File: src/rtl/seg_disp_arb_pkg.sv
// Shared types and constants for the seven-segment display arbiter.
package seg_disp_arb_pkg;

    typedef enum logic [1:0] {IDLE, ARB, HOLD} state_e;

    localparam int NIBBLE_W = 4;
    localparam int DATA_W   = 5 * NIBBLE_W;

    function automatic int OWNER_W(input int n);
        return $clog2(n);
    endfunction

endpackage

File: src/rtl/seg_disp_arbiter_if.sv
// Requester/display bus between the producers (master) and the arbiter (slave).
interface seg_disp_arbiter_if #(
    parameter int N_REQ = 4
);
    import seg_disp_arb_pkg::*;

    localparam int PW = OWNER_W(N_REQ);

    logic [N_REQ-1:0]        req;
    logic [N_REQ*DATA_W-1:0] req_data;
    logic [N_REQ-1:0]        grant;
    logic [N_REQ-1:0]        done;
    logic [PW-1:0]           owner;
    logic                    disp_valid;
    logic [DATA_W-1:0]       data_tmp;

    modport master (
        output req, req_data,
        input  grant, done, owner, disp_valid, data_tmp
    );

    modport slave (
        input  req, req_data,
        output grant, done, owner, disp_valid, data_tmp
    );

endinterface

File: src/rtl/seg_disp_rr_pick.sv
// Combinational round-robin pick: first set req bit after rr_ptr, wrapping.
module seg_disp_rr_pick
    import seg_disp_arb_pkg::*;
#(
    parameter  int N_REQ = 4,
    localparam int PW    = OWNER_W(N_REQ)
) (
    input  logic [N_REQ-1:0] req_i,
    input  logic [PW-1:0]    rr_ptr_i,
    output logic             any_o,
    output logic [PW-1:0]    winner_o
);

    logic [PW-1:0] idx;

    // Scan from the farthest candidate back to the nearest so the nearest wins.
    always_comb begin
        any_o    = |req_i;
        winner_o = '0;
        idx      = '0;
        for (int k = N_REQ; k >= 1; k--) begin
            idx = PW'((int'(rr_ptr_i) + k) % N_REQ);
            if (req_i[idx]) winner_o = idx;
        end
    end

endmodule

File: src/rtl/seg_disp_arbiter.sv
// Round-robin owner arbitration of the 5-digit display with minimum hold time.
// Optional: SEG_DISP_ARB_PREEMPT_EN makes requester 0 preempt any other owner.
module seg_disp_arbiter
    import seg_disp_arb_pkg::*;
#(
    parameter int N_REQ      = 4,
    parameter int TICK_DIV   = 50_000,
    parameter int HOLD_TICKS = 500
) (
    input  logic              clk,
    input  logic              rst,
    seg_disp_arbiter_if.slave bus
);

    localparam int PW = OWNER_W(N_REQ);
    localparam int TW = $clog2(TICK_DIV + 1);
    localparam int HW = $clog2(HOLD_TICKS + 1);
    localparam logic [TW-1:0] TICK_LAST = TW'(TICK_DIV - 1);
    localparam logic [HW-1:0] HOLD_MAX  = HW'(HOLD_TICKS);

    state_e            state_q, state_d;
    logic [N_REQ-1:0]  grant_q, grant_d;
    logic [N_REQ-1:0]  done_q, done_d;
    logic [PW-1:0]     owner_q, owner_d;
    logic [PW-1:0]     rr_q, rr_d;
    logic              vld_q, vld_d;
    logic [DATA_W-1:0] data_q, data_d;
    logic [TW-1:0]     tick_q, tick_d;
    logic [HW-1:0]     hold_q, hold_d;
    logic              pre_q, pre_d;

    logic              any;
    logic [PW-1:0]     winner;
    logic              tick_wrap, hold_met, pend_other, preempt;

    seg_disp_rr_pick #(.N_REQ(N_REQ)) u_pick (
        .req_i    (bus.req),
        .rr_ptr_i (rr_q),
        .any_o    (any),
        .winner_o (winner)
    );

    assign tick_wrap  = (tick_q == TICK_LAST);
    // Met at the edge where hold_cnt reaches HOLD_TICKS, so an owner holds exactly HOLD_TICKS*TICK_DIV cycles.
    assign hold_met   = (hold_q == HOLD_MAX) || (tick_wrap && (hold_q == HOLD_MAX - 1'b1));
    assign pend_other = |(bus.req & ~grant_q);

    always_comb begin
        preempt = 1'b0;
`ifdef SEG_DISP_ARB_PREEMPT_EN
        preempt = (owner_q != '0) && bus.req[0];
`endif
    end

    always_comb begin
        state_d = state_q;
        grant_d = grant_q;
        done_d  = '0;
        owner_d = owner_q;
        rr_d    = rr_q;
        vld_d   = vld_q;
        data_d  = data_q;
        tick_d  = tick_q;
        hold_d  = hold_q;
        pre_d   = pre_q;
        case (state_q)
            IDLE: begin
                if (any) state_d = ARB;
            end
            ARB: begin
                tick_d = '0;
                hold_d = '0;
                pre_d  = 1'b0;
                if (pre_q && bus.req[0]) begin
                    grant_d    = '0;
                    grant_d[0] = 1'b1;
                    owner_d    = '0;
                    vld_d      = 1'b1;
                    state_d    = HOLD;
                end else if (any) begin
                    grant_d         = '0;
                    grant_d[winner] = 1'b1;
                    owner_d         = winner;
                    rr_d            = winner;
                    vld_d           = 1'b1;
                    state_d         = HOLD;
                end else begin
                    data_d  = '0;
                    state_d = IDLE;
                end
            end
            HOLD: begin
                data_d = bus.req_data[int'(owner_q)*DATA_W +: DATA_W];
                if (hold_q != HOLD_MAX) begin
                    if (tick_wrap) begin
                        tick_d = '0;
                        hold_d = hold_q + 1'b1;
                    end else begin
                        tick_d = tick_q + 1'b1;
                    end
                end
                if (!bus.req[owner_q] || preempt || (hold_met && pend_other)) begin
                    done_d  = grant_q;
                    grant_d = '0;
                    owner_d = '0;
                    vld_d   = 1'b0;
                    if (bus.req[owner_q] && preempt) pre_d = 1'b1;
                    if (pend_other) begin
                        state_d = ARB;
                    end else begin
                        state_d = IDLE;
                        data_d  = '0;
                    end
                end
            end
            default: state_d = IDLE;
        endcase
    end

    always_ff @(posedge clk) begin
        if (rst) begin
            state_q <= IDLE;
            grant_q <= '0;
            done_q  <= '0;
            owner_q <= '0;
            rr_q    <= PW'(N_REQ - 1);
            vld_q   <= 1'b0;
            data_q  <= '0;
            tick_q  <= '0;
            hold_q  <= '0;
            pre_q   <= 1'b0;
        end else begin
            state_q <= state_d;
            grant_q <= grant_d;
            done_q  <= done_d;
            owner_q <= owner_d;
            rr_q    <= rr_d;
            vld_q   <= vld_d;
            data_q  <= data_d;
            tick_q  <= tick_d;
            hold_q  <= hold_d;
            pre_q   <= pre_d;
        end
    end

    assign bus.grant      = grant_q;
    assign bus.done       = done_q;
    assign bus.owner      = owner_q;
    assign bus.disp_valid = vld_q;
    assign bus.data_tmp   = data_q;

endmodule

File: src/flat_wrapper.sv
// flat-port wrapper written by rule: the top's interface ports become plain ports
module seg_disp_arbiter_flat import seg_disp_arb_pkg::*;
#(
    parameter int N_REQ      = 4,
    parameter int TICK_DIV   = 50_000,
    parameter int HOLD_TICKS = 500
)
  (clk, rst, bus_req, bus_req_data, bus_grant, bus_done, bus_owner, bus_disp_valid, bus_data_tmp);
  seg_disp_arbiter_if #(.N_REQ(N_REQ)) bus_i ();
  input  logic clk;
  input  logic rst;
  input wire logic [$bits(bus_i.req)-1:0] bus_req;
  input wire logic [$bits(bus_i.req_data)-1:0] bus_req_data;
  output wire logic [$bits(bus_i.grant)-1:0] bus_grant;
  output wire logic [$bits(bus_i.done)-1:0] bus_done;
  output wire logic [$bits(bus_i.owner)-1:0] bus_owner;
  output wire logic [$bits(bus_i.disp_valid)-1:0] bus_disp_valid;
  output wire logic [$bits(bus_i.data_tmp)-1:0] bus_data_tmp;
  assign bus_i.req = bus_req;
  assign bus_i.req_data = bus_req_data;
  assign bus_grant = bus_i.grant;
  assign bus_done = bus_i.done;
  assign bus_owner = bus_i.owner;
  assign bus_disp_valid = bus_i.disp_valid;
  assign bus_data_tmp = bus_i.data_tmp;
  seg_disp_arbiter #(.N_REQ(N_REQ), .TICK_DIV(TICK_DIV), .HOLD_TICKS(HOLD_TICKS)) u_core (.clk(clk), .rst(rst), .bus(bus_i));
endmodule
File: config.mk
export PLATFORM = sky130hd
export DESIGN_NAME = seg_disp_arbiter_flat
export DESIGN_NICKNAME = d
export VERILOG_FILES = /design/src/rtl/seg_disp_arb_pkg.sv /design/src/rtl/seg_disp_arbiter_if.sv /design/src/rtl/seg_disp_rr_pick.sv /design/src/rtl/seg_disp_arbiter.sv /design/src/flat_wrapper.sv
export SDC_FILE = /design/constraint.sdc
export NUM_CORES = 1
export LEC_CHECK = 0
export ABC_AREA = 1
export CAP_MARGIN = 20
export CORE_UTILIZATION = 50
export DETAILED_ROUTE_END_ITERATION = 8
export PLACE_DENSITY_LB_ADDON = 0.25
export SETUP_SLACK_MARGIN = 0.05
export SLEW_MARGIN = 5
export SYNTH_ARGS = -nofsm -noshare
export SYNTH_HDL_FRONTEND = slang
export SYNTH_SLANG_ARGS = --single-unit
File: constraint.sdc
create_clock -name clk -period 3.6 [get_ports clk]
set_input_delay 0.72 -clock clk [delete_from_list [all_inputs] [get_ports clk]]
set_output_delay 0.72 -clock clk [all_outputs]
set_load 0.03 [all_outputs]
[Word level (Yosys, flattened, before mapping)]
Cells that the tools add are included.
Storage, ports and cells
  bits in registers: 60
  logic and storage cells: 97
  input port bits: 86
Operators by class
  equality and inequality tests: 12
  shift-type cells: 1
  $mul: 1
  add/sub/neg operators: 6
  reductions and logical operators: 17
  bitwise gates (word level): 4
  $lt $le $gt $ge: 7
  mux-type cells: 40
Operator list (number)
  80-bit by 32-bit indexed part select with 20-bit output: 1
  20-bit 2-to-1 mux: 3
  20-bit case mux with 2 select lines: 1
  16-bit 2-to-1 mux: 2
  16-bit case mux with 2 select lines: 1
  9-bit equality test, second input constant: 2
  2-bit by 3-bit less-than comparator with 1-bit output, second input constant: 6
  2-bit 2-to-1 mux: 9
  9-bit 2-to-1 mux: 2
  9-bit case mux with 2 select lines: 1
  16-bit by 1-bit adder with 16-bit output, second input constant: 1
  16-bit equality test, second input constant: 1
  1-bit binary-select mux with 2-bit select: 5
  2-bit by 1-bit inequality test with 1-bit output, second input constant: 5
  9-bit by 1-bit adder with 9-bit output, second input constant: 1
  1-bit 2-to-1 mux: 9
  9-bit inequality test, second input constant: 1
  4-bit 2-to-1 mux: 2
  4-bit case mux with 2 select lines: 1
  2-bit AND reduction: 4
  4-bit OR reduction: 2
  2-bit case mux with 3 select lines: 1
  3-bit AND reduction: 2
  2-bit by 3-bit multiplier with 5-bit output, second input constant: 1
  18 further kinds: 24

[Logic depth before layout (Yosys ltp)]
Gate-level depths: netlist (run 1).
  word-level depth: 13
  depth in mapped cells: 14
  depth with buffers taken out: 13

[Modules after synthesis]
A second synthesis (run 1) with hierarchy kept.
Second synthesis, totals
  cell total of the unflattened synthesis: 565
  area, all modules: 3711.1 um2
By module, submodules not included
  seg_disp_arbiter: times used 1, cells each 514, seq. area each 1201.2 um2, area an instance 3444.6 um2
  seg_disp_rr_pick: times used 1, cells each 51, seq. area each 0.0 um2, area an instance 266.5 um2

[Worst setup path before layout (run 1)]
OpenSTA, ideal clock, no wires.
  path kind: in2reg
  start: input bus_req[1]
  end: register u_core.data_q[15] (netlist: u_core.bus.data_tmp[15])
  arrival: 1.734 ns
  data required time: 3.530 ns
  path slack: 1.796 ns
  path buffers: 1
  cell stages on the path: 8
  cells stage by stage: nor4_1 -> nand2_1 -> nand2_1 -> inv_2 -> nor2_1 -> buf_2 -> nand2_1 -> a21oi_1
Between the ends
  cells in the longest elaborated chain, start to end: 6
  elaborated cells on any way between the ends: 13
RTL lines
  from (decl): RTL line flat_wrapper.sv:12  | input wire logic [$bits(bus_i.req)-1:0] bus_req;
  1-bit binary-select mux with 2-bit select / 4-bit bitwise AND (equally long branches): RTL line seg_disp_arbiter.sv:102, seg_disp_arbiter.sv:46
  1-bit 2-to-1 mux (implied by the code) / 4-bit OR reduction (equally long branches): RTL line seg_disp_arbiter.sv:102, seg_disp_arbiter.sv:46
  1-bit zero test / 1-bit logical AND (equally long branches): RTL line seg_disp_arbiter.sv:102  | if (!bus.req[owner_q] || preempt || (hold_met && pend_other)) begin
  1-bit logical OR: RTL line seg_disp_arbiter.sv:102
  20-bit 2-to-1 mux: RTL line seg_disp_arbiter.sv:102
  20-bit case mux with 2 select lines: RTL line seg_disp_arbiter.sv:66  | case (state_q)
  to (signal assigned): RTL line seg_disp_arbiter.sv:139  | data_q <= data_d;
  to (decl): RTL line seg_disp_arbiter.sv:27  | logic [DATA_W-1:0] data_q, data_d;
Several ways; a longest one is shown, not always the timed one. The select of a mux whose other input is x is not followed.
A chain may end at the register's enable or synchronous reset.

[Worst setup path in the final report (run 1)]
Ends and elaborated chain as after synthesis.

==> flow_summary.yaml, run 1 <==
synth:
  syn-cell-area_sq_um: 3490
  yosys.area.top_type: "dfxtp_1"
  synth-seq-cells: 60
  synth.distinct_cells: 33
  synth_area_leaders: "dfxtp_1, nand2_1, a21oi_1"
  muxShareOfSynthArea: 0
  ys_seq_area_frac: 0.344
  netlist.area_leader.share: 0.344
  synthAdderAreaFrac: 0.0251
  synthCells: 545
  synthesis.nets: 638
  synth.avg_cell_area_sq_um: 6.41
  synth_top_family_by_area: "simple AND/OR/NAND/NOR gates"
  yosys_warnings: 0
  synth_xor_area_frac: 0.0201
  yosys.area_share.simple: 0.306
  synth_compound_area_frac: 0.218
setup_path:
  endpoint_kind: "flip-flop"
  start_kind: "primary input"
  arrival_ns: 2.70
  timing_worst_setup_path_type: "primary input to flip-flop"
  rr_worst_depth: 10
  cp_max_fo: 21
  critPathBufInv: 3
  r2r_slack_ns: 1.18
  cp_slowest_cell: "nor4_1"
  cpPeakStageDelay_ns: 0.53
  path_delay_family: "simple AND/OR/NAND/NOR gates"
  path_cells: "clkdlybuf4s50_1 -> nor4_1 -> nand2_1 -> nand2_1 -> inv_2 -> nor2_1 -> buf_4 -> nand2_1 -> a21oi_1"
  cp_common_cell: "nand2_1"
  reg2reg_to: "u_core.hold_q[3]$_SDFFE_PP0P_"
  r2r-start: "u_core.state_q[0]$_SDFFE_PP0P_"
  critical_path_required_ns: 3.85
grt:
  grt_pass1_vias: 3819
  gr-usage-all-layers: 0.273
  top_usage_layer: "met2"
  overflow: 0
  antenna_found_initial: 0
  use_met3: 0.0914
  grt_pass1_wl_mm: 16.0
  grt_max_degree: 41
  grtUsageMet2: 0.497
  use_met1: 0.294
layout:
  nets: 745
  antennaDiodeCount: 0
  nFillCells: 557
  syn2layout_area_growth_pct: 39.9
  fin_area_sq_um: 4890
  final_layout_size_suffix_gt1_frac: 0.0564
placed_design:
  placement.io_buffers: 116
  post-place-ws_ns: 0.852
  detailed_place.area_sq_um: 4670
  gp_congestion: 0.900
  dp_hpwl_mm: 7.62
routing:
  via_count: 3993
  drtIter0Drc: 247
  vias_per_cell: 5.43
  drc: 0
  drt_pre_antenna_iters: 5
  drt-total-wl_mm: 10.0
  ant_nets: 0
  routedWlPerCell_microns: 13.7
die:
  die_area_sq_um: 7330
  rows: 30
  io_pins: 117
  die_w_microns: 85.6
  coreArea_sq_um: 6760
  initial_core_util: 0.517
  die_y_microns: 85.6
timing:
  timing.slew.headroom: 0.510
  final-setup-viol-count: 0
  finClkSkew_ns: 0.00783
  finalHoldViolCount: 0
  hold_ws_ns: 0.468
  fin_crit_ns: 2.45
  fmax_ghz: 0.408
  worstMarginPinSlew_ns: 0.734
  grt_setup_unrepaired: "false"
  setup_ws_ns: 1.15
  fin_crit_sh: 0.681
  slew_viol_final: 0
  finalSetupTns_ns: 0
power:
  power_mw: 2.51
  p_leak_nw: 1.85
  vdd_drop_max_uv: 241
  cellPowerDensity_nw_per_um2: 513
clocking:
  cts_resized: 0
  clkTransAtPathRegs_ns: 0.06
  cts_max_level: 3
  clock_latency_ns: 0.33
  cts_root_buf: "clkbuf_8"
  post_cts_buffers: 0
  numCtsBuffers: 9
  cts.sinks: 60
  cts_tree: "yes"
  hold_buffers: 0
  cts.path.max_buffers: 2
min_path:
  whs_endpoint: "u_core.bus.data_tmp[6]$_SDFFE_PP0P_"
  hold-path-cell-count: 2
  hold_start: "u_core.bus.data_tmp[6]$_SDFFE_PP0P_"
  hp-class: "flip-flop to flip-flop"
outcome:
  status: "finished, final reports clean"
flow_run:
  cap_violations: 0
stage by stage:
stage          utilization  cells
2_1_floorplan            -    545
3_3_place_gp         0.691    720
3_5_place_dp         0.691    720
4_1_cts              0.719    735
5_1_grt              0.724    736
6_report             0.724    736
layout make-up:
class	instances	area (sq um)	share of cell area
multi-input combinational	410	1990	0.407
tap	80	100	0.0205
inverter	50	188	0.0384
sequential	60	1200	0.246
clock inverter	5	52.6	0.0107
timing repair buffer	121	1220	0.249
clock buffer	10	138	0.0282
layout by cell type, fill, tap and decap left out, types with 5 or more instances in the layout:
master           instances
a21oi_1                 90
a22oi_1                 20
clkbuf_8                10
clkdlybuf4s50_1        116
dfxtp_1                 60
ha_1                     7
inv_1                   45
inv_2                    5
nand2_1                171
nand3_1                 14
nor2_1                  42
nor3_1                  15
o21ai_0                 13
worst register-to-register path, delay by kind of cell, from the launching register on:
| family | cells | cell delay (ns) |
|---|---|---|
| buffers and inverters | 4 | 0.62 |
| AND/OR/NAND/NOR | 4 | 0.61 |
| AO/OA/AOI/OAI | 1 | 0.48 |
| flip-flops | 1 | 0.33 |
| adder cells (fa/ha/maj) | 1 | 0.32 |
worst max-delay path by stage:
stage	from	endpoint	slack [ns]	cells after the start
floorplan	bus_req[1]	u_core.bus.data_tmp[15]$_SDFFE_PP0P_	1.80	8
global placement	bus_req[1]	u_core.bus.data_tmp[3]$_SDFFE_PP0P_	0.94	9
detailed placement	bus_req[1]	u_core.bus.data_tmp[3]$_SDFFE_PP0P_	0.85	9
CTS	u_core.bus.owner[1]$_SDFFE_PP0P_	bus_owner[1]	1.19	2
global route	bus_req[1]	u_core.bus.data_tmp[12]$_SDFFE_PP0P_	0.92	9
finish	bus_req[1]	u_core.bus.data_tmp[15]$_SDFFE_PP0P_	1.15	9
cells in the mapped netlist:
library cell and instances:
clkbuf_1 18, o21ai_0 13, dfxtp_1 60, buf_2 5, o21ai_2 1, xnor2_1 4, nand2_4 2, xor2_1 4
buf_6 2, a21oi_1 90, nor2_4 1, nor3_1 15, o22ai_1 2, nor3_2 1, a211oi_1 1, a21oi_2 3
inv_1 45, nand2_2 1, o21bai_1 1, nor4_1 2, nand3_2 1, a22oi_1 20, nand4_1 4, inv_2 5
nand2_1 171, nor2_1 42, o21ai_1 4, nand3_1 14, ha_1 7, nand3b_1 1, or2_2 2, o21a_1 2
nor3b_1 1
kinds of logic after synthesis:
kind of cell             after synthesis
XOR/XNOR                               8
adder cells (fa/ha/maj)                7
AO/OA/AOI/OAI                        137
buffers and inverters                 75
flip-flops                            60
AND/OR/NAND/NOR                      258
flip-flops by register name, summed over array words and instances, names as in the netlist:
| name | flops |
|---|---|
| u_core.bus.data_tmp | 20 |
| u_core.bus.disp_valid | 1 |
| u_core.bus.done | 4 |
| u_core.bus.grant | 4 |
| u_core.bus.owner | 2 |
| u_core.hold_q | 9 |
| u_core.rr_q | 2 |
| u_core.state_q | 2 |
| u_core.tick_q | 16 |
power by group:
part	leakage (nW)	internal (mW)	switching [mW]
clock network	0.0979	0.331	0.250
registers	0.485	0.727	0.0699
logic	1.26	0.429	0.699
total	1.85	1.49	1.02
per-layer routing:
metal	up-vias	wire length [microns]
met5	-	0
li1	2001	-
met4	0	276
met1	1817	4040
met2	146	5040
met3	29	694
Note: power is estimated with default switching activity, not from simulation.
==> run 2, diff against run 1 <==
--- a/config.mk
+++ b/config.mk
@@ -7,7 +7,7 @@
 export LEC_CHECK = 0
 export ABC_AREA = 1
 export CAP_MARGIN = 20
-export CORE_UTILIZATION = 50
+export CORE_UTILIZATION = 42
 export DETAILED_ROUTE_END_ITERATION = 8
 export PLACE_DENSITY_LB_ADDON = 0.25
 export SETUP_SLACK_MARGIN = 0.05
==> constraint.sdc (replaced) <==
create_clock -name clk -period 2 [get_ports clk]
set_input_delay 0.4 -clock clk [delete_from_list [all_inputs] [get_ports clk]]
set_output_delay 0.4 -clock clk [all_outputs]
set_load 0.03 [all_outputs]
==> run 2 against run 1 <==
  * Core utilization is 8.0 points lower
  * Clock skew is 0.00053 ns higher
  * Register-to-register slack worse by 1.0 ns
  * Sequential power is 81% higher
  * First-iteration DRC count is 11% lower
  * Final cell count is 5.7% higher
  * Worst setup slack worse by 0.99 ns
  * Critical path type is now flip-flop to output port
  * Critical endpoint is now bus_grant[3]
  * Largest power group unchanged
==> flow_summary.yaml, run 2 (same netlist as run 1, synthesis figures left out) <==
layout:
  largest_reg_flops: 20
  final_cells: 778
  nets: 764
  final_layout_size_suffix_gt1_frac: 0.0962
  syn2layout_area_growth_pct: 45.3
  mostFrequentLayoutCell: "nand2_1"
  mostFrequentLayoutCells: "nand2_1, clkdlybuf4s50_1, a21oi_1"
  antennaDiodeCount: 0
clocking:
  cts.path.max_buffers: 2
  cts_max_level: 3
  clock_latency_ns: 0.35
  cts.sinks: 60
  clkTransAtPathRegs_ns: 0.06
  cts_root_buf: "clkbuf_8"
  numCtsBuffers: 9
  cts_tree: "yes"
setup_path:
  arrival_ns: 1.44
  path_delay_family: "buffers and inverters"
  cpPeakStageDelay_ns: 0.70
  endpoint_kind: "output port"
  critical_path_required_ns: 1.60
  cp_slowest_cell: "clkdlybuf4s50_1"
  path_cells: "clkdlybuf4s50_1"
  cp_max_fo: 4
  start_kind: "flip-flop"
  timing_worst_setup_path_type: "flip-flop to output port"
  critPathBufInv: 1
routing:
  drt-total-wl_mm: 10.2
  vias_per_cell: 5.10
  drtIter0Drc: 220
  ant_nets: 0
  drc: 0
  drt_pre_antenna_iters: 4
  routedWlPerCell_microns: 13.1
  via_count: 3969
die:
  initial_core_util: 0.443
  io_pins: 117
  die_area_sq_um: 8690
  coreArea_sq_um: 7890
  die_y_microns: 93.2
  rows: 32
  die_w_microns: 93.2
power:
  p_leak_nw: 1.94
  power_mw: 4.72
  cellPowerDensity_nw_per_um2: 930
  vdd_drop_max_uv: 445
timing:
  slew_viol_final: 0
  fin_crit_sh: 0.918
  timing.slew.headroom: 0.741
  hold_ws_ns: 0.465
  fmax_ghz: 0.545
  fin_crit_ns: 1.84
  worstMarginPinSlew_ns: 0.385
  finalHoldViolCount: 0
  final-setup-viol-count: 0
  finalSetupTns_ns: 0
  finClkSkew_ns: 0.00836
  grt_setup_unrepaired: "true"
placed_design:
  gp_congestion: 0.855
  numPlacedInstances: 760
  dp_hpwl_mm: 7.85
  placement.io_buffers: 116
grt:
  overflow: 0
  gr-usage-all-layers: 0.245
  antenna_found_initial: 0
  grt_pass1_wl_mm: 16.8
  grt_max_degree: 41
  grt_pass1_vias: 3755
flow_run:
  cap_violations: 0
min_path:
  hp-class: "flip-flop to flip-flop"
outcome:
  status: "finished, final reports clean"
[run 2: changes by cell type in the layout (fill, tap and decap cells not counted), sizes merged]
cell           previous run  this run
clkdlybuf4s50           116       114
clkinv                    3         2
clkbuf                   10        12
buf                       5        26
[run 2: power by group]
part | internal [mW] | switching [mW]
logic | 0.878 | 1.29
registers | 1.31 | 0.135
clock network | 0.639 | 0.471
total | 2.83 | 1.90
[run 2: cell type report]
type	count	area, sq um
clock buffer	12	155
clock inverter	4	47.5
sequential	60	1200
tap	102	128
inverter	50	190
multi-input combinational	410	2020
fill	693	2810
timing repair buffer	140	1340
[run 2: layer usage]
metal,GRT usage,part of all wire
met1,0.268,0.41
met2,0.430,0.49
met3,0.0951,0.073
met4,0.0859,0.025
met5,0,0
[run 2: final timing paths]
kind | to | startpoint | slack (ns) | depth (start not counted)
setup / recovery | bus_grant[3] | u_core.bus.grant[3]$_SDFFE_PP0P_ | 0.16 | 1
hold / removal | u_core.bus.data_tmp[16]$_SDFFE_PP0P_ | u_core.bus.data_tmp[16]$_SDFFE_PP0P_ | 0.46 | 2
setup reg to reg | u_core.hold_q[3]$_SDFFE_PP0P_ | u_core.hold_q[1]$_SDFFE_PP0P_ | 0.17 | 12
hold reg to reg | u_core.bus.data_tmp[16]$_SDFFE_PP0P_ | u_core.bus.data_tmp[16]$_SDFFE_PP0P_ | 0.46 | 2
[run 2: repair_timing]
action	4_1_cts	5_1_grt
pin swaps	0	2
buffers inserted	0	2
hold buffers	0	0
endpoints found under the setup margin	1	36
gates resized for setup	1	10
[run 2: metrics by stage]
| stage | instance area (sq um) | setup WS (ns) | util |
|---|---|---|---|
| final | 5080 | 0.164 | 0.644 |
| after global routing | 5080 | 0.00756 | 0.644 |
| after CTS | 5040 | 0.0875 | 0.639 |
| after detailed placement | 4830 | -0.206 | 0.612 |
| after global placement | 4830 | -0.169 | 0.612 |
| after floorplan | 3490 | 0.322 | - |
==> run 3, diff against run 2 <==
--- a/config.mk
+++ b/config.mk
@@ -6,6 +6,7 @@
 export NUM_CORES = 1
 export LEC_CHECK = 0
 export ABC_AREA = 1
+export ABC_CLOCK_PERIOD_IN_PS = 2000
 export CAP_MARGIN = 20
 export CORE_UTILIZATION = 42
 export DETAILED_ROUTE_END_ITERATION = 8
==> results of run 3 <==
No change in the layout: final DEF, timing and power equal those of run 2.
